--- src/rtl/count_pkg.sv ---
// Shared types and defaults for the count_sched burst sequencer.
package count_pkg;

  typedef enum logic [1:0] {
    StIdle,
    StRun,
    StDone
  } state_e;

  localparam int unsigned CNT_W_DFLT     = 10;
  localparam int unsigned NWIN_W_DFLT    = 8;
  localparam int unsigned DEFAULT_PERIOD = 1000;
  localparam int unsigned DEFAULT_NWIN   = 1;
  localparam int unsigned MIN_PERIOD     = 2;

endpackage

--- src/rtl/count_mod.sv ---
// Mod-period counter with enable and sync clear; period is a runtime input.
module count_mod #(
  parameter int unsigned W = 10
) (
  input  logic         clk,
  input  logic         reset,
  input  logic         en,
  input  logic         clr,
  input  logic [W-1:0] period,
  output logic [W-1:0] count,
  output logic         wrap
);

  logic [W-1:0] count_q, count_d;

  assign wrap  = (count_q == period - W'(1));
  assign count = count_q;

  always_comb begin
    count_d = count_q;
    if (clr) begin
      count_d = '0;
    end else if (en) begin
      count_d = wrap ? '0 : count_q + W'(1);
    end
  end

  always_ff @(posedge clk or posedge reset) begin
    if (reset) begin
      count_q <= '0;
    end else begin
      count_q <= count_d;
    end
  end

endmodule

--- src/rtl/count_sched.sv ---
// Burst sequencer: runs nwin prescaled windows on start, emitting tick per window and done at end.
module count_sched
  import count_pkg::*;
#(
  parameter int unsigned CNT_W          = CNT_W_DFLT,
  parameter int unsigned DEFAULT_PERIOD = count_pkg::DEFAULT_PERIOD,
  parameter int unsigned NWIN_W         = NWIN_W_DFLT,
  parameter int unsigned DEFAULT_NWIN   = count_pkg::DEFAULT_NWIN
) (
  input  logic              clk,
  input  logic              reset,
  input  logic              cfg_we,
  input  logic [CNT_W-1:0]  cfg_period,
  input  logic [NWIN_W-1:0] cfg_nwin,
  input  logic              start,
  input  logic              abort,
  output logic              busy,
  output logic              tick,
  output logic [NWIN_W-1:0] win_idx,
  output logic [CNT_W-1:0]  count,
  output logic              done,
  output logic              aborted,
  output logic              cfg_err
);

  state_e            state_q, state_d;
  logic [CNT_W-1:0]  period_q, period_d;
  logic [NWIN_W-1:0] nwin_q, nwin_d;
  logic [NWIN_W-1:0] win_q, win_d;
  logic              aborted_q, cfg_err_q, cfg_err_d;
  logic              wrap, start_fire, abort_fire, last_win, cfg_ok;

  assign start_fire = (state_q == StIdle) && start && !abort;
  assign abort_fire = (state_q == StRun) && abort;
  assign tick       = (state_q == StRun) && wrap && !abort;
  assign last_win   = (win_q == nwin_q - NWIN_W'(1));
  assign cfg_ok     = (cfg_period >= CNT_W'(MIN_PERIOD)) && (cfg_nwin != '0);

  // Clearing on abort as well keeps count at 0 whenever the FSM is outside RUN.
  count_mod #(
    .W(CNT_W)
  ) u_count_mod (
    .clk   (clk),
    .reset (reset),
    .en    (state_q == StRun),
    .clr   (start_fire || abort_fire),
    .period(period_q),
    .count (count),
    .wrap  (wrap)
  );

  always_comb begin
    state_d = state_q;
    unique case (state_q)
      StIdle:  if (start_fire) state_d = StRun;
      StRun: begin
        if (abort) begin
          state_d = StIdle;
        end else if (tick && last_win) begin
          state_d = StDone;
        end
      end
      StDone:  state_d = StIdle;
      default: state_d = StIdle;
    endcase
  end

  always_comb begin
    win_d = win_q;
    if (state_d != StRun) begin
      win_d = '0;
    end else if (tick && !last_win) begin
      win_d = win_q + NWIN_W'(1);
    end
  end

  always_comb begin
    period_d  = period_q;
    nwin_d    = nwin_q;
    cfg_err_d = 1'b0;
    if (cfg_we) begin
      if ((state_q == StIdle) && cfg_ok) begin
        period_d = cfg_period;
        nwin_d   = cfg_nwin;
      end else begin
        cfg_err_d = 1'b1;
      end
    end
  end

  always_ff @(posedge clk or posedge reset) begin
    if (reset) begin
      state_q   <= StIdle;
      period_q  <= CNT_W'(DEFAULT_PERIOD);
      nwin_q    <= NWIN_W'(DEFAULT_NWIN);
      win_q     <= '0;
      aborted_q <= 1'b0;
      cfg_err_q <= 1'b0;
    end else begin
      state_q   <= state_d;
      period_q  <= period_d;
      nwin_q    <= nwin_d;
      win_q     <= win_d;
      aborted_q <= abort_fire;
      cfg_err_q <= cfg_err_d;
    end
  end

  assign busy    = (state_q == StRun);
  assign done    = (state_q == StDone);
  assign win_idx = win_q;
  assign aborted = aborted_q;
  assign cfg_err = cfg_err_q;

endmodule

--- config.mk ---
export PLATFORM = sky130hd
export DESIGN_NAME = count_sched
export DESIGN_NICKNAME = d
export VERILOG_FILES = /design/src/rtl/count_pkg.sv /design/src/rtl/count_mod.sv /design/src/rtl/count_sched.sv
export SDC_FILE = /design/constraint.sdc
export NUM_CORES = 1
export LEC_CHECK = 0
export CORE_MARGIN = 5
export CORE_UTILIZATION = 53
export CTS_CLUSTER_SIZE = 28
export DETAILED_ROUTE_END_ITERATION = 8
export PLACE_DENSITY = 0.92
export SLEW_MARGIN = 10
export SYNTH_ARGS = -nofsm -noshare
export SYNTH_HDL_FRONTEND = slang
export SYNTH_SLANG_ARGS = --single-unit
--- constraint.sdc ---
create_clock -name clk -period 3.7 [get_ports clk]
set_clock_uncertainty 0.15 [all_clocks]
set_input_delay 0.37 -clock clk [delete_from_list [all_inputs] [get_ports clk]]
set_output_delay 0.37 -clock clk [all_outputs]
set_load 0.02 [all_outputs]
==> metrics.csv, run 1 <==
metric,value,unit
dp_hpwl,4370,µm
yosysMostFrequentCell,dfrtp_1,
insertion_delay,0.30,ns
ys_ff_latch,40,
grt_first_pass_wirelength,10100,µm
report.final.slew_viol_count,0,
max_freq,288,MHz
crit_path_max_fanout,8,
clock_path_buffers,2,
p_per_area,359,nW/µm²
firstDrtPassIters,5,
synth_edf_count,0,
synth_commonest_cells,"33 x dfrtp_1, 19 x nand2_1, 18 x mux2_2, 18 x nor2_1, 16 x nand3_1",
status,finished clean,
slowest_stage,or4b_4,
fill_cells,395,
drt-wirelength-per-cell,16.6,µm
end_kind,primary output,
tns,0,ns
synth_top_flop_cell,dfrtp_1,
grt_setup_unrepaired,no,
coreArea,4690,µm²
globalplace.congestion,0.951,
path_delay_family,simple AND/OR/NAND/NOR gates,
area_growth,22.1,%
clk_pin_slew,0.08,ns
cts_made_buffers,5,
antenna_found_initial,0,
synthesis.nets,295,
grt_pass1_vias,2208,
crit_arrival,2.95,ns
crit_chain,inv_1 > ha_2 > or4b_4 > o22ai_1 > nand3_1 > nor4_4 > and3_2 > dlygate4sd2_1,
fp-row-count,25,
vias,2192,
drive_above_1_share,14.1,%
routed_wl,6050,µm
start_util,54.0,%
seqCellArea,1010,µm²
hold_class,in2async,
post-route-period-util,93.7,%
crit_type,reg2out,
grt-ovfl-total,0,
netlist_area,2530,µm²
synth_top_area_share,32.6,%
postSynthCellCount,268,
die_width,79.1,µm
power.leakage,1.26,nW
avgSynthCellArea,9.45,µm²
placedInstanceArea,3000,µm²
yosysWarnings,0,
finalCriticalPeriod,3.47,ns
vias_per_cell,6.01,
diodes,0,
yosysSeqAreaShare,39.9,%
yosys.area.top_type,dfrtp_1,
yosys.cell_types.count,54,
max_stage_delay,0.50,ns
drc,0,
hold_violations,0,
root_buffer,clkbuf_8,
cts_htree_levels,2,
drt_iter0_markers,134,
clock-sinks,40,
worstMarginPinSlew,1.05,ns
die_y,79.1,µm
cap_violations,0,
cp-start-kind,register,
setup_viol,0,
final_area,3090,µm²
fin_nets,337,
grt_max_degree,41,
grt_use_total,20.5,%
maxSlewHeadroom,29.4,%
port-buffer-count,45,
synthArstFlopShare,100,%
multi_input_area,1430,µm²
synthTopCellsByArea,"dfrtp_1 33%, mux2_2 8.0%, dfstp_2 7.3%, xor2_1 4.8%, nand3_1 3.2%",
vdd_drop_max,0.240,mV
io_pins,46,
crit_required,3.18,ns
crit_buf_inv,2,
cts_tree,done,
die_area,6260,µm²
route.antenna.remaining_nets,0,
-- worst paths after layout --
path	endpoint	slack, ns	startpoint	cells past startpoint
setup / recovery	tick	0.23	period_q[0]	8
hold / removal	win_idx[6]	0.34	reset	3
setup reg to reg	win_idx[3]	0.48	period_q[0]	9
hold reg to reg	nwin_q[7]	0.40	nwin_q[7]	1
max in group asynchronous	period_q[3]	2.69	reset	3
min in group clk	nwin_q[7]	0.40	nwin_q[7]	1
-- area by class of cell --
type | count | area share [%]
well taps | 54 | 2.18
clock buffers | 8 | 2.91
flip-flops and latches | 40 | 32.6
repair buffers | 47 | 15.0
multi-input cells | 208 | 46.3
inverters | 8 | 0.971
-- worst min-delay path, cell delays in order --
cell,delay [ns]
clkdlybuf4s50_1,0.39
inv_1,0.05
buf_4,0.43
-- cells by family (layout without fill, tap and decap cells) --
family / count (synthesis) / count (layout) / synth area share [%]
simple gates: 110 / 110 / 24.7
compound gates: 54 / 54 / 14.1
flops: 40 / 40 / 39.9
xor+xnor: 21 / 21 / 7.26
buf+inv: 20 / 63 / 3.71
mux: 19 / 19 / 8.40
fa+ha+maj: 4 / 4 / 1.98
-- what timing repair did --
| item | 4_1_cts | 5_1_grt |
|---|---|---|
| gates resized for setup | 2 | 0 |
| setup endpoints to repair | 1 | 0 |
| hold buffers | 0 | 0 |
| buffers inserted | 0 | 0 |
-- placed cells by master, fill, tap and decap left out, types with 2 or more instances in the layout --
cell type	Yosys	final
or2_2	2	2
o21bai_1	3	3
buf_4	0	2
o21ai_0	15	15
clkbuf_1	7	2
nand2_1	19	19
nand4b_1	2	2
clkbuf_8	0	6
clkdlybuf4s50_1	0	44
o311ai_0	2	2
ha_1	4	3
xor2_1	14	14
dfrtp_1	33	33
or3_1	3	3
nand4_1	2	2
and2_1	2	2
nor2b_1	8	8
dfstp_2	7	7
a41oi_1	2	2
nor4_1	4	4
xnor2_1	7	7
nand2b_1	2	2
and3_1	5	5
nand3_1	16	16
inv_1	8	8
mux2_2	18	18
a211o_1	4	4
a221oi_1	3	3
o21ba_2	2	2
nand4bb_1	3	3
nor3_1	12	12
a21oi_1	14	14
nor2_1	18	18
-- report_power, final --
group / internal (mW) / total [mW] / switching (mW)
registers: 0.484 / 0.540 / 0.0563
clock network: 0.152 / 0.304 / 0.152
logic: 0.132 / 0.265 / 0.133
-- registers in the layout, summed over array words and instances (netlist names) --
| name | flops |
|---|---|
| win_idx | 8 |
| state_q | 2 |
| nwin_q | 8 |
| period_q | 10 |
| cfg_err | 1 |
| aborted | 1 |
| u_count_mod.count | 10 |
-- per-stage QoR --
step | worst slack [ns] | hold slack, ns | utilization, % | power [mW] | std cells
after floorplan | 0.742 | 0.349 | - | 0.720 | 268
after global placement | 0.357 | 0.374 | 64.0 | 0.795 | 357
after detailed placement | 0.244 | 0.387 | 64.0 | 0.809 | 357
after CTS | 0.235 | 0.355 | 65.9 | 1.11 | 365
after global routing | 0.0370 | 0.423 | 65.9 | 1.18 | 365
final | 0.232 | 0.341 | 65.9 | 1.11 | 365
-- metal layers --
layer	vias to the layer above	part of all wire [%]	global-route usage (%)
li1	1063	-	-
met1	1055	43	25.5
met2	67	51	33.9
met3	7	5.2	6.46
met4	0	1.2	6.36
met5	-	0	0
No activity file was read; power rests on OpenSTA's default activity.
==> run 2: changes to the inputs <==
==> constraint.sdc (replaced) <==
create_clock -name clk -period 3.7 [get_ports clk]
set_clock_uncertainty 0.15 [all_clocks]
set_input_delay 1.11 -clock clk [delete_from_list [all_inputs] [get_ports clk]]
set_output_delay 1.11 -clock clk [all_outputs]
set_load 0.02 [all_outputs]
==> metrics.csv, run 2 (same netlist as run 1, synthesis figures left out) <==
metric,value,unit,change
status,finished clean,,
maxSlewHeadroom,40.6,%,+11 points
pre_cts_slack,-0.164,ns,-0.407 ns
grt_pass1_vias,2269,,+2.8%
finalCriticalPeriod,3.62,ns,+0.153 ns
fill_cells,385,,-2.5%
crit_path_max_fanout,3,,-5
max_stage_delay,0.49,ns,about the same
clock-sinks,40,,unchanged
hold_path_depth,1,,
firstDrtPassIters,4,,-1
routed_wl,6190,µm,+2.4%
cts_made_buffers,5,,unchanged
area_growth,29.3,%,
clock_path_buffers,2,,unchanged
setup_slack,0.0788,ns,-0.153 ns
r2r_cells,11,,+2
grt_use_total,21.0,%,+0.51 points
slowest_stage,or4b_4,,
cp-start-kind,register,,
crit_type,reg2out,,
end_kind,primary output,,
top_layer,met4,,
final_cell_mix,"44 x clkdlybuf4s50_1, 33 x dfrtp_1, 20 x buf_4",,
tns,0,ns,unchanged
cts_htree_levels,2,,unchanged
drc,0,,unchanged
power.leakage,1.35,nW,+7.7%
crit_required,2.44,ns,-0.74 ns
vias_per_cell,5.93,,-1.3%
drt_iter0_markers,122,,-9.0%
max_freq,276,MHz,-4.2%
timing.hold.ws,0.399,ns,+0.0573 ns
route.antenna.remaining_nets,0,,unchanged
crit_buf_inv,2,,unchanged
clk_pin_slew,0.08,ns,about the same
layout_commonest_cell,clkdlybuf4s50_1,,
cap_violations,0,,unchanged
start_util,54.0,%,unchanged
grt-ovfl-total,0,,unchanged
antenna_found_initial,0,,unchanged
hold_class,reg2reg,,
globalplace.congestion,0.929,,-2.3%
die_width,79.1,µm,unchanged
dp_hpwl,4490,µm,+2.7%
grt_max_degree,41,,unchanged
die_y,79.1,µm,unchanged
vdd_drop_max,0.251,mV,+4.2%
hold_violations,0,,unchanged
coreArea,4690,µm²,unchanged
vias,2277,,+3.9%
fp-row-count,25,,unchanged
cts_tree,done,,
fin_nets,356,,+5.6%
port-buffer-count,45,,unchanged
drt-met1-wl,2570,µm,-0.66%
drt-wirelength-per-cell,16.1,µm,-2.6%
report.final.slew_viol_count,0,,unchanged
wl_met3,319,µm,+1.3%
power,1.13,mW,+1.7%
diodes,0,,unchanged
critical_path_depth,8,,unchanged
setup_viol,0,,unchanged
utilization,69.8,%,+3.9 points
io_pins,46,,unchanged
root_buffer,clkbuf_8,,
die_area,6260,µm²,unchanged
path_delay_family,simple AND/OR/NAND/NOR gates,,
crit_chain,inv_1 > ha_2 > or4b_4 > o22ai_2 > nand3_2 > nor4_4 > and3_4 > buf_6,,
post-route-period-util,97.9,%,+4.1 points
grt_first_pass_wirelength,10400,µm,+3.0%
crit_arrival,2.36,ns,-0.59 ns
route.met2.wl,3170,µm,+3.0%
drive_above_1_share,21.2,%,+7.1 points
p_per_area,345,nW/µm²,-3.9%
insertion_delay,0.30,ns,about the same
worstMarginPinSlew,0.878,ns,-0.170 ns
[run 2: cell types whose count changed in the layout (fill, tap and decap cells not counted), sizes merged]
cell / previous run / this run
buf: 2 / 22
clkbuf: 8 / 7
clkinv: 0 / 1
dlygate4sd2: 1 / 0
[run 2: cell type report]
cell class | instances | area, µm² | share of cell area (%)
well taps | 54 | 67.6 | 2.06
flip-flops and latches | 40 | 1010 | 30.8
clock inverters | 1 | 5.00 | 0.153
inverters | 8 | 30.0 | 0.917
repair buffers | 66 | 613 | 18.7
multi-input cells | 208 | 1470 | 45.0
clock buffers | 7 | 76.3 | 2.33
[run 2: layer usage]
layer,vias up,global-route usage (%)
met5,-,0
met4,0,6.87
met3,17,3.97
met2,70,36.4
met1,1096,26.2
li1,1094,-
[run 2: worst paths after layout]
kind | from | slack [ns] | to
worst max register to register | period_q[0] | 0.60 | win_idx[3]
min in group asynchronous | reset | 1.09 | nwin_q[7]
worst max-delay path | period_q[0] | 0.08 | tick
max in group asynchronous | reset | 1.94 | period_q[7]
worst min-delay path | nwin_q[1] | 0.40 | nwin_q[1]
worst min register to register | nwin_q[1] | 0.40 | nwin_q[1]
[run 2: where the power goes]
group	switching, mW	total [mW]	leakage (nW)	internal [mW]
clock	0.153	0.286	0.0422	0.133
combinational	0.158	0.315	0.808	0.158
sequential	0.0430	0.527	0.503	0.484
total	0.354	1.13	1.35	0.774
[run 2: metrics by stage]
| stage | area, µm² | instances |
|---|---|---|
| after floorplan | 2530 | 268 |
| final | 3270 | 384 |
| after global placement | 3130 | 374 |
| after CTS | 3230 | 383 |
| after global routing | 3270 | 384 |
| after detailed placement | 3130 | 374 |
[run 2: repair_timing]
item	4_1_cts	5_1_grt
setup endpoints to repair	1	1
pin swaps	1	5
hold buffers	0	0
buffers inserted	1	1
resized for setup	7	8
cloned	0	0
==> run 3: changes to the inputs <==
--- a/config.mk
+++ b/config.mk
@@ -5,6 +5,7 @@
 export SDC_FILE = /design/constraint.sdc
 export NUM_CORES = 1
 export LEC_CHECK = 0
+export CAP_MARGIN = 20
 export CORE_MARGIN = 5
 export CORE_UTILIZATION = 53
 export CTS_CLUSTER_SIZE = 28
==> results of run 3 <==
Same layout as run 2: the final DEF is identical, and so are final timing and power.
